**src/rtl/fifo_p2s_serializer_pkg.sv**
```systemverilog
// Shared types and width helpers for the FIFO-to-serial converter.
package p2s_pkg;

    typedef enum logic {
        P2S_IDLE  = 1'b0,
        P2S_SHIFT = 1'b1
    } p2s_state_t;

    function automatic int cnt_w(input int fifo_width);
        return (fifo_width > 1) ? $clog2(fifo_width) : 1;
    endfunction

    function automatic int crd_w(input int num_loops);
        return $clog2(num_loops + 2);
    endfunction

endpackage

```
**src/rtl/fifo_p2s_serializer_hold_buffer.sv**
```systemverilog
// Small synchronous FIFO that absorbs words returning from the upstream read pipeline.
module p2s_hold_buffer #(
    parameter int WIDTH = 11,
    parameter int DEPTH = 4
) (
    input  logic             clk,
    input  logic             rst,
    input  logic             wr_en,
    input  logic [WIDTH-1:0] wr_data,
    input  logic             rd_en,
    output logic [WIDTH-1:0] rd_data,
    output logic             empty,
    output logic             full
);

    localparam int PTR_W = (DEPTH > 1) ? $clog2(DEPTH) : 1;
    localparam int CNT_W = $clog2(DEPTH + 1);

    logic [WIDTH-1:0] mem [DEPTH];
    logic [PTR_W-1:0] wr_ptr;
    logic [PTR_W-1:0] rd_ptr;
    logic [CNT_W-1:0] count;

    // Depth need not be a power of two, so pointers wrap explicitly.
    function automatic logic [PTR_W-1:0] ptr_next(input logic [PTR_W-1:0] p);
        return (p == PTR_W'(DEPTH - 1)) ? '0 : p + 1'b1;
    endfunction

    always_ff @(posedge clk) begin
        if (wr_en) begin
            mem[wr_ptr] <= wr_data;
        end
    end

    always_ff @(posedge clk) begin
        if (rst) begin
            wr_ptr <= '0;
            rd_ptr <= '0;
            count  <= '0;
        end else begin
            if (wr_en) begin
                wr_ptr <= ptr_next(wr_ptr);
            end
            if (rd_en) begin
                rd_ptr <= ptr_next(rd_ptr);
            end
            case ({wr_en, rd_en})
                2'b10:   count <= count + 1'b1;
                2'b01:   count <= count - 1'b1;
                default: count <= count;
            endcase
        end
    end

    assign rd_data = mem[rd_ptr];
    assign empty   = (count == '0);
    assign full    = (count == CNT_W'(DEPTH));

endmodule

```
**src/rtl/fifo_p2s_serializer.sv**
```systemverilog
// Pops an upstream fixed-latency FIFO under credit control and serialises each word
// onto a 1-bit valid/ready stream with start/end-of-word markers.
module fifo_p2s_serializer
    import p2s_pkg::*;
#(
    parameter int FIFO_WIDTH = 11,
    parameter int NUM_LOOPS  = 3,
    parameter int MSB_FIRST  = 1
) (
    input  logic                  clk,
    input  logic                  rst,
    input  logic                  empty,
    output logic                  pop,
    input  logic [FIFO_WIDTH-1:0] pop_data,
    input  logic                  ser_ready,
    output logic                  ser_valid,
    output logic                  ser_data,
    output logic                  ser_sof,
    output logic                  ser_eof,
    output logic                  busy
);

    localparam int CNT_W      = cnt_w(FIFO_WIDTH);
    localparam int CRD_W      = crd_w(NUM_LOOPS);
    localparam int HOLD_DEPTH = NUM_LOOPS + 1;

    logic [NUM_LOOPS-1:0]  pop_dly;
    logic [CRD_W-1:0]      credits;
    p2s_state_t            state;
    logic [FIFO_WIDTH-1:0] shreg;
    logic [CNT_W-1:0]      bit_cnt;

    logic                  capture;
    logic                  load;
    logic                  ser_beat;
    logic                  last_beat;
    logic [FIFO_WIDTH-1:0] hb_rd_data;
    logic                  hb_empty;
    logic                  hb_full;

    assign capture   = pop_dly[NUM_LOOPS-1];
    assign ser_beat  = (state == P2S_SHIFT) && ser_ready;
    assign last_beat = ser_beat && (bit_cnt == CNT_W'(FIFO_WIDTH - 1));
    assign load      = !hb_empty && ((state == P2S_IDLE) || last_beat);
    // Popping during reset would lose the word, since the delay line is being cleared.
    assign pop       = !rst && !empty && (credits != '0);

    always_ff @(posedge clk) begin
        if (rst) begin
            pop_dly <= '0;
        end else begin
            pop_dly[0] <= pop;
            for (int unsigned i = 1; i < NUM_LOOPS; i++) begin
                pop_dly[i] <= pop_dly[i-1];
            end
        end
    end

    always_ff @(posedge clk) begin
        if (rst) begin
            credits <= CRD_W'(NUM_LOOPS + 1);
        end else begin
            case ({pop, load})
                2'b10:   credits <= credits - 1'b1;
                2'b01:   credits <= credits + 1'b1;
                default: credits <= credits;
            endcase
        end
    end

    p2s_hold_buffer #(
        .WIDTH (FIFO_WIDTH),
        .DEPTH (HOLD_DEPTH)
    ) u_hold (
        .clk     (clk),
        .rst     (rst),
        .wr_en   (capture),
        .wr_data (pop_data),
        .rd_en   (load),
        .rd_data (hb_rd_data),
        .empty   (hb_empty),
        .full    (hb_full)
    );

    always_ff @(posedge clk) begin
        if (rst) begin
            state   <= P2S_IDLE;
            shreg   <= '0;
            bit_cnt <= '0;
        end else if (load) begin
            state   <= P2S_SHIFT;
            shreg   <= hb_rd_data;
            bit_cnt <= '0;
        end else if (last_beat) begin
            state   <= P2S_IDLE;
        end else if (ser_beat) begin
            bit_cnt <= bit_cnt + 1'b1;
            shreg   <= (MSB_FIRST != 0) ? {shreg[FIFO_WIDTH-2:0], 1'b0}
                                        : {1'b0, shreg[FIFO_WIDTH-1:1]};
        end
    end

    assign ser_valid = (state == P2S_SHIFT);
    assign ser_data  = ser_valid && ((MSB_FIRST != 0) ? shreg[FIFO_WIDTH-1] : shreg[0]);
    assign ser_sof   = ser_valid && (bit_cnt == '0);
    assign ser_eof   = ser_valid && (bit_cnt == CNT_W'(FIFO_WIDTH - 1));
    assign busy      = (|pop_dly) || !hb_empty || (state == P2S_SHIFT);

    hold_no_overflow: assert property (@(posedge clk) disable iff (rst)
        !(capture && hb_full && !load));

endmodule

```
**config.mk**
```make
export PLATFORM = sky130hd
export DESIGN_NAME = fifo_p2s_serializer
export DESIGN_NICKNAME = d
export VERILOG_FILES = /design/src/rtl/fifo_p2s_serializer_pkg.sv /design/src/rtl/fifo_p2s_serializer_hold_buffer.sv /design/src/rtl/fifo_p2s_serializer.sv
export SDC_FILE = /design/constraint.sdc
export NUM_CORES = 1
export LEC_CHECK = 0
export ABC_AREA = 1
export BUFFER_PORTS_ARGS = -buffer_cell sky130_fd_sc_hd__buf_4
export CORE_ASPECT_RATIO = 0.6
export CORE_UTILIZATION = 55
export DETAILED_ROUTE_END_ITERATION = 10
export GPL_TIMING_DRIVEN = 0
export PLACE_DENSITY = 0.71
export SYNTH_ARGS = -nofsm -noshare
export SYNTH_HDL_FRONTEND = slang
export SYNTH_SLANG_ARGS = --single-unit
```
**constraint.sdc**
```tcl
create_clock -name clk -period 4.3 [get_ports clk]
set_clock_uncertainty 0.15 [all_clocks]
set_input_delay 0.43 -clock clk [delete_from_list [all_inputs] [get_ports clk]]
set_output_delay 0.43 -clock clk [all_outputs]
set_load 0.005 [all_outputs]
```
# After elaboration in Yosys (flattened, before gate mapping)

Memories as Yosys holds them, arrays and structs flattened. A register that Yosys moved wholly into a read port is not among the register bits.
Index checks and enable logic that the tools add are counted.

Flip-flop bits (word level): 29
Memory bits (writable): 44
Input port bits: 15
Output and inout bits: 6
Word-level logic and storage cells: 64
Memories: 1

Memories:

| name       | depth | width | read ports | clocked after memory_dff | write ports | line                                  | RTL |
|---|---|---|---|---|---|---|---|
| u_hold.mem | 4     | 11    | 1          | 1                        | 1           | fifo_p2s_serializer_hold_buffer.sv:19 | `logic [WIDTH-1:0] mem [DEPTH];` |

Add/sub/neg operators: 7
Equal/unequal tests: 8
Multiplexer cells: 13
Bitwise gates (word level): 2
Reductions and logical operators: 25

Operators by type and width:

| kind                                                                   | count |
|---|---|
| 11-bit two-way mux                                                     | 3 |
| 3-bit one-hot mux with 2 select lines                                  | 2 |
| 2-bit equality test (second input constant)                            | 4 |
| 1-bit logical AND                                                      | 8 |
| 2-bit two-way mux                                                      | 4 |
| 2-bit nonzero test                                                     | 4 |
| 3-bit by 1-bit adder with 3-bit output (second input constant)         | 2 |
| 3-bit by 1-bit subtractor with 3-bit output (second input constant)    | 2 |
| 2-bit by 1-bit adder with 2-bit output (second input constant)         | 2 |
| 4-bit by 1-bit adder with 4-bit output (second input constant)         | 1 |
| 2-bit by 1-bit equality test with 1-bit output (second input constant) | 2 |
| 4-bit equality test (second input constant)                            | 1 |
| 4-bit logical NOT                                                      | 1 |
| 1-bit two-way mux                                                      | 4 |
| 2-bit AND reduction                                                    | 2 |
| 1-bit logical NOT                                                      | 3 |
| 3-bit logical NOT                                                      | 1 |
| 1-bit logical OR                                                       | 3 |
| 3-bit nonzero test                                                     | 1 |
| 3-bit OR reduction                                                     | 1 |
| 2-bit != test (second input constant)                                  | 1 |
| 1-bit NOT                                                              | 2 |
| 2-bit OR reduction                                                     | 1 |

# Logic depth before layout (Yosys ltp)

Word-level depth: 6
Mapped depth: 18
Mapped depth without buffers: 17

# Cells and area by module

From an unflattened synthesis, not the netlist that was laid out.

Cell total of the unflattened synthesis: 337
Area, all modules: 3,271.9 um2

Modules (own cells, without submodules):

| module              | times used | cells each | area each (um2) | seq. area each (um2) |
|---|---|---|---|---|
| p2s_hold_buffer     | 1          | 167        | 2,090.8         | 1,501.4 |
| fifo_p2s_serializer | 1          | 170        | 1,181.1         | 440.4 |

# Least setup slack after synthesis

No wires, ideal clock.

Path kind: flip-flop to flip-flop
Start point: register bit_cnt[0]
End point: register credits[2]
Setup time: 123 ps
Arrival: 2,084 ps
Data required time: 4,027 ps
Slack: 1,943 ps
Stages on the path, launching flop included: 19
Path buffers: 1
Clock period less this slack: 2,357 ps
Cell sequence: dfxtp_1 inv_1 ha_1 nand2_1 nor2_1 nand2_2 nand2_2 nand2_4 buf_4 inv_1 ha_1 inv_1 fa_1 nand2_1 nand2_1 nor2_1 inv_1 a21oi_1 o21ai_0

Longest elaborated chain between the ends: 6
Elaborated cells on any way between the ends: 8
Those cells by class: 3 x eq/ne; 1 x mux; 4 x reduce/logical

RTL lines:

| item                                                                                  | line                      | RTL |
|---|---|---|
| start, declared                                                                       | fifo_p2s_serializer.sv:31 | `logic [CNT_W-1:0] bit_cnt;` |
| start signal, assigned                                                                | fifo_p2s_serializer.sv:97 | `bit_cnt <= bit_cnt + 1'b1;` |
| 4-bit equality test (*)                                                               | fifo_p2s_serializer.sv:43 | `assign last_beat = ser_beat && (bit_cnt == CNT_W'(FIFO_WIDTH - 1));` |
| 1-bit logical AND (*)                                                                 | fifo_p2s_serializer.sv:43 |  |
| 1-bit logical OR (*)                                                                  | fifo_p2s_serializer.sv:44 | `assign load = !hb_empty && ((state == P2S_IDLE) \|\| last_beat);` |
| 1-bit logical AND (*)                                                                 | fifo_p2s_serializer.sv:44 |  |
| 2-bit by 1-bit equality test with 1-bit output or 2-bit equality test (tied branches) | fifo_p2s_serializer.sv:63 | `case ({pop, load})` |
| 3-bit one-hot mux with 2 select lines or 2-bit nonzero test (tied branches)           | -                         |  |
| end signal, assigned                                                                  | fifo_p2s_serializer.sv:64 | `2'b10: credits <= credits - 1'b1;` |
| end signal, assigned                                                                  | fifo_p2s_serializer.sv:65 | `2'b01: credits <= credits + 1'b1;` |
| end signal, assigned                                                                  | fifo_p2s_serializer.sv:66 | `default: credits <= credits;` |
| end, declared                                                                         | fifo_p2s_serializer.sv:28 | `logic [CRD_W-1:0] credits;` |

Every way passes the cells marked *; elsewhere a longest branch is shown, timed or not.
A chain may end at the register's enable or synchronous reset.

# Final worst setup path

Same ends and word-level chain as after synthesis.

==> results.txt <==
The highest fanout seen on the critical path is 10, and the static power due to leakage is 1.531 nW. Count of maximum capacitance violations: 0. The proportion of power drawn by the clock network came out at 0.261. Averaged over all synthesized cells, the footprint is 9.411 sq um. TritonCTS built the clock tree. Share of flip-flops with an asynchronous set or reset after synthesis: 0. Core occupancy in the finished layout: 0.6604. After synthesis, the largest family of logic cells by area is simple AND/OR/NAND/NOR gates. Synthesis produced 345 cells. The fraction of final layout cells sized beyond drive strength 1 was 0.1339; the wire length of the first global-routing pass was 10430 um. In this run the power density over the cells is 598.0 nW/um^2. The width of the die came out at 101.2 um.

The number of library cell types mapped by synthesis was 21; the HPWL reported at the end of detailed placement was 4432 um. The count of buffers added by post-CTS timing repair for setup is 0, and the standard cell core area is 5623 sq um. The analysis attributes to net switching a power of 0.0007879 W. The total of buffers placed on input and output ports is 20. The flow ran to the end, and the final reports show no timing, DRC or antenna violations. Summed over all instances, the cell type with the most area after synthesis is sky130_fd_sc_hd__edfxtp_1. After detailed routing, the number of vias per cell comes to 5.176. VDD sags by at most 308.6 uV.

The fraction of post-synthesis cell area in the top cell type by area is 0.4069, and the post-synthesis xor/xnor area fraction is 0.005395. The reg2reg setup slack came out at 1.60 ns. The switching power as a share of total power was 0.3548.

The H-tree depth reported by CTS is 3, and the maximum clock insertion buffer count is 2. 0 antenna diodes ended up in the layout. Counting instances in the post-synthesis netlist gives the leading cell types as 87 x sky130_fd_sc_hd__nand2_1, 58 x sky130_fd_sc_hd__nand3_1, 44 x sky130_fd_sc_hd__edfxtp_1. Setup violations remaining at the end of the flow were counted as 0.

In this run the cell area of the synthesized design comes to 3247 sq um. Total count of hold-check failures in the final report: 0. The multi-input combinational cells in the finished layout cover a total of 1117 sq um. At the pin with the least slew margin, the transition time is 0.5495 ns.

The logs give 2108 for the number of global-route vias before repair and 2386 for the via count. The logs give 0 for the number of antenna violations at the first check in global routing and 0.5774 for the effective utilization at floorplan. Number of stages on the worst hold path: 2.

The layout filler cell count was 484. In this design, the largest share of critical-path delay is due to adder cells. The data required time at the worst endpoint is 4.38 ns, and the sum of routed wire length over all layers is 6449 um. The simple-gate portion of the synthesized area was 0.2385; the latest clock arrival within the worst-skew pair was 0.34 ns. Relative to the synthesized area, the layout overhead comes to 14.37%. The congestion estimate from routability-driven global placement came to 0.7946.

The CTS clock-pin slew for the worst setup and hold paths was 0.08 ns. By instance count, the cell type seen most on the critical path is sky130_fd_sc_hd__inv_1. The worst setup path is of the reg -> reg kind. The internal power of the cells is 0.001433 W, and the post-cts hold buffer count is 0.

The kind of end point of the critical path was a flip-flop. The run gives 5 as the number of detailed-route iterations in the first pass. The post-synthesis compound-gate area fraction was 0.04933.

The accumulated negative setup slack was 0 ns; the starting DRC count in detailed routing was 109. For this run, the leading register cell type out of synthesis is sky130_fd_sc_hd__edfxtp_1. The number of pins with negative max-slew slack in the final report is 0, and the number of nets in the finished design is 403. The origin of the worst min-delay path was empty. The largest net degree at the start of global routing was 14. Yosys printed 0 warnings.

The tools report the number of clock sinks seen by CTS as 75. The tools report the number of gates resized after CTS as 0. STA classifies the critical path startpoint as a flip-flop.

The wire length per cell is 13.99 um. In this run the clock root is driven by a sky130_fd_sc_hd__clkbuf_8. After synthesis, the cell types taking the most area are sky130_fd_sc_hd__edfxtp_1 41%, sky130_fd_sc_hd__dfxtp_1 19%, sky130_fd_sc_hd__nand2_1 10%. Data on the critical path arrives at its endpoint at 2.78 ns.

The sequential fraction of the synthesis area came out at 0.5981. After synthesis the netlist holds a flip-flop and latch count of 75. TritonCTS created 9 clock buffers. Type of the worst min-delay path: in -> reg.

For the post-placement worst setup slack, the log shows 1.644 ns. The total power after layout is 0.002221 W, and the floorplan die height is 61.52 um. The fraction of the cycle the final worst path needs is 0.6268, and the share of synthesized cell area in full adder, half adder and majority cells is 0.05087.

Synthesis produced a netlist with a net count of 372. The largest stage delay on the critical path works out to 0.38 ns. Once detail routing completed, the nets flagged for antenna violations numbered 0. For this run, the top clock speed supported by timing is 371.0 MHz.

The worst path in the final design needs a cycle of 2.695 ns, including I/O delays and setup. The die covers 6225 sq um. The cell with the most instances after synthesis is sky130_fd_sc_hd__nand2_1. For the sequential power share, the log shows 0.403. The signal on the critical path passes through inv_1, ha_1, nand2_1, nor2_1, nand2_2, nand2_2, nand2_4, buf_4, inv_1, ha_1, inv_1, fa_1, nand2_1, nand2_1, nor2_1, inv_1, a21oi_1, o21ai_0. In this run, synthesis inferred 44 flip-flops with an integrated enable. The count of buffer and inverter cells on the critical path is 5. The total routing usage reported by global routing was 0.2316.

The critical path runs through a total of 18 cells. The share of synthesized area spent on multiplexers is 0, and the normalized max-slew margin is 0.6337. The run gives 0 as the number of remaining DRC errors. The run gives 21 as the number of rows created at floorplan.

The run gives 0.1101 ns as the final worst hold slack. The tools report the combinational power share as 0.336. The sequential cells in the finished layout cover a total of 1942 sq um. Setup repair after global routing left no endpoint under its margin. 21 I/O pins were placed.

Measured in cells, the most critical reg-to-reg path has a length of 18. The tools report the timing startpoint of the critical path as bit_cnt[0]. The least setup slack across all paths after layout is 1.605 ns. The slowest stage of the critical path is the sky130_fd_sc_hd__fa_1 cell. The tools report the startpoint of the most critical register-to-register path as bit_cnt[0]. For the final global-route overflow total, the log shows 0.
==> state kept, by name, summed over array words and instances, names as in the netlist, named ones only <==
signal	flops
ser_valid	1
credits	3
u_hold.wr_ptr	2
shreg	11
pop_dly	3
u_hold.count	3
u_hold.rd_ptr	2
bit_cnt	4
u_hold.mem	44
==> metrics by stage <==
stage | cells | instance area [sq um]
3_3_place_gp | 445 | 3497
4_1_cts | 461 | 3714
5_1_grt | 461 | 3714
3_5_place_dp | 445 | 3497
2_1_floorplan | 345 | 3247
6_report | 461 | 3714
==> metal layers <==
metal | routed length (um) | vias up | global-route usage
li1 | - | 1207 | -
met1 | 3369 | 1114 | 0.3382
met2 | 2720 | 57 | 0.3392
met3 | 294 | 8 | 0.06129
met4 | 64 | 0 | 0.07453
met5 | 0 | - | 0
==> cells by family after synthesis <==
group / after synthesis
AND/OR/NAND/NOR: 180
buffers and inverters: 44
XOR/XNOR: 2
adder cells (fa/ha/maj): 12
AO/OA/AOI/OAI: 32
flip-flops: 75
==> cell type report <==
type | instances | share of cell area
Tap cell | 80 | 0.02695
Sequential cell | 75 | 0.5229
Buffer | 14 | 0.02022
Multi-Input combinational cell | 226 | 0.3009
Clock buffer | 9 | 0.03336
Clock inverter | 7 | 0.02493
Timing Repair Buffer | 20 | 0.04043
Inverter | 30 | 0.03032
==> cells in the final DEF, fill, tap and decap left out, types with 6 or more instances in the layout <==
cell type                  count
sky130_fd_sc_hd__inv_1        28
sky130_fd_sc_hd__nand2_1      87
sky130_fd_sc_hd__nor2_1       25
sky130_fd_sc_hd__nand3_1      58
sky130_fd_sc_hd__a21oi_1      21
sky130_fd_sc_hd__clkbuf_8      9
sky130_fd_sc_hd__edfxtp_1     44
sky130_fd_sc_hd__buf_2         9
sky130_fd_sc_hd__buf_4        21
sky130_fd_sc_hd__dfxtp_1      31
sky130_fd_sc_hd__o21ai_0      11
sky130_fd_sc_hd__ha_1         10
sky130_fd_sc_hd__nor3_1        6
==> worst register-to-register path, stage by stage (launching register included) <==
cell and delay, ns:
sky130_fd_sc_hd__dfxtp_1 0.35, sky130_fd_sc_hd__inv_1 0.11, sky130_fd_sc_hd__ha_1 0.18, sky130_fd_sc_hd__nand2_1 0.06, sky130_fd_sc_hd__nor2_1 0.11, sky130_fd_sc_hd__nand2_2 0.07, sky130_fd_sc_hd__nand2_2 0.10, sky130_fd_sc_hd__nand2_4 0.09
sky130_fd_sc_hd__buf_4 0.19, sky130_fd_sc_hd__inv_1 0.08, sky130_fd_sc_hd__ha_1 0.14, sky130_fd_sc_hd__inv_1 0.06, sky130_fd_sc_hd__fa_1 0.38, sky130_fd_sc_hd__nand2_1 0.08, sky130_fd_sc_hd__nand2_1 0.05, sky130_fd_sc_hd__nor2_1 0.13
sky130_fd_sc_hd__inv_1 0.07, sky130_fd_sc_hd__a21oi_1 0.10, sky130_fd_sc_hd__o21ai_0 0.09
==> power by group through the flow <==
stage / Combinational (W) / Sequential, W / Clock, W
final: 0.000746 / 0.000895 / 0.000581
after global routing: 0.000870 / 0.000905 / 0.000621
after CTS: 0.000742 / 0.000893 / 0.000592
after detailed placement: 0.000733 / 0.000909 / 0
after global placement: 0.000715 / 0.000907 / 0
after floorplan: 0.000545 / 0.000897 / 0
==> final timing paths <==
check                to
max          credits[2]
min          pop_dly[0]
max reg2reg  credits[2]
min reg2reg  pop_dly[2]
Power figures use the tool's default switching activity.
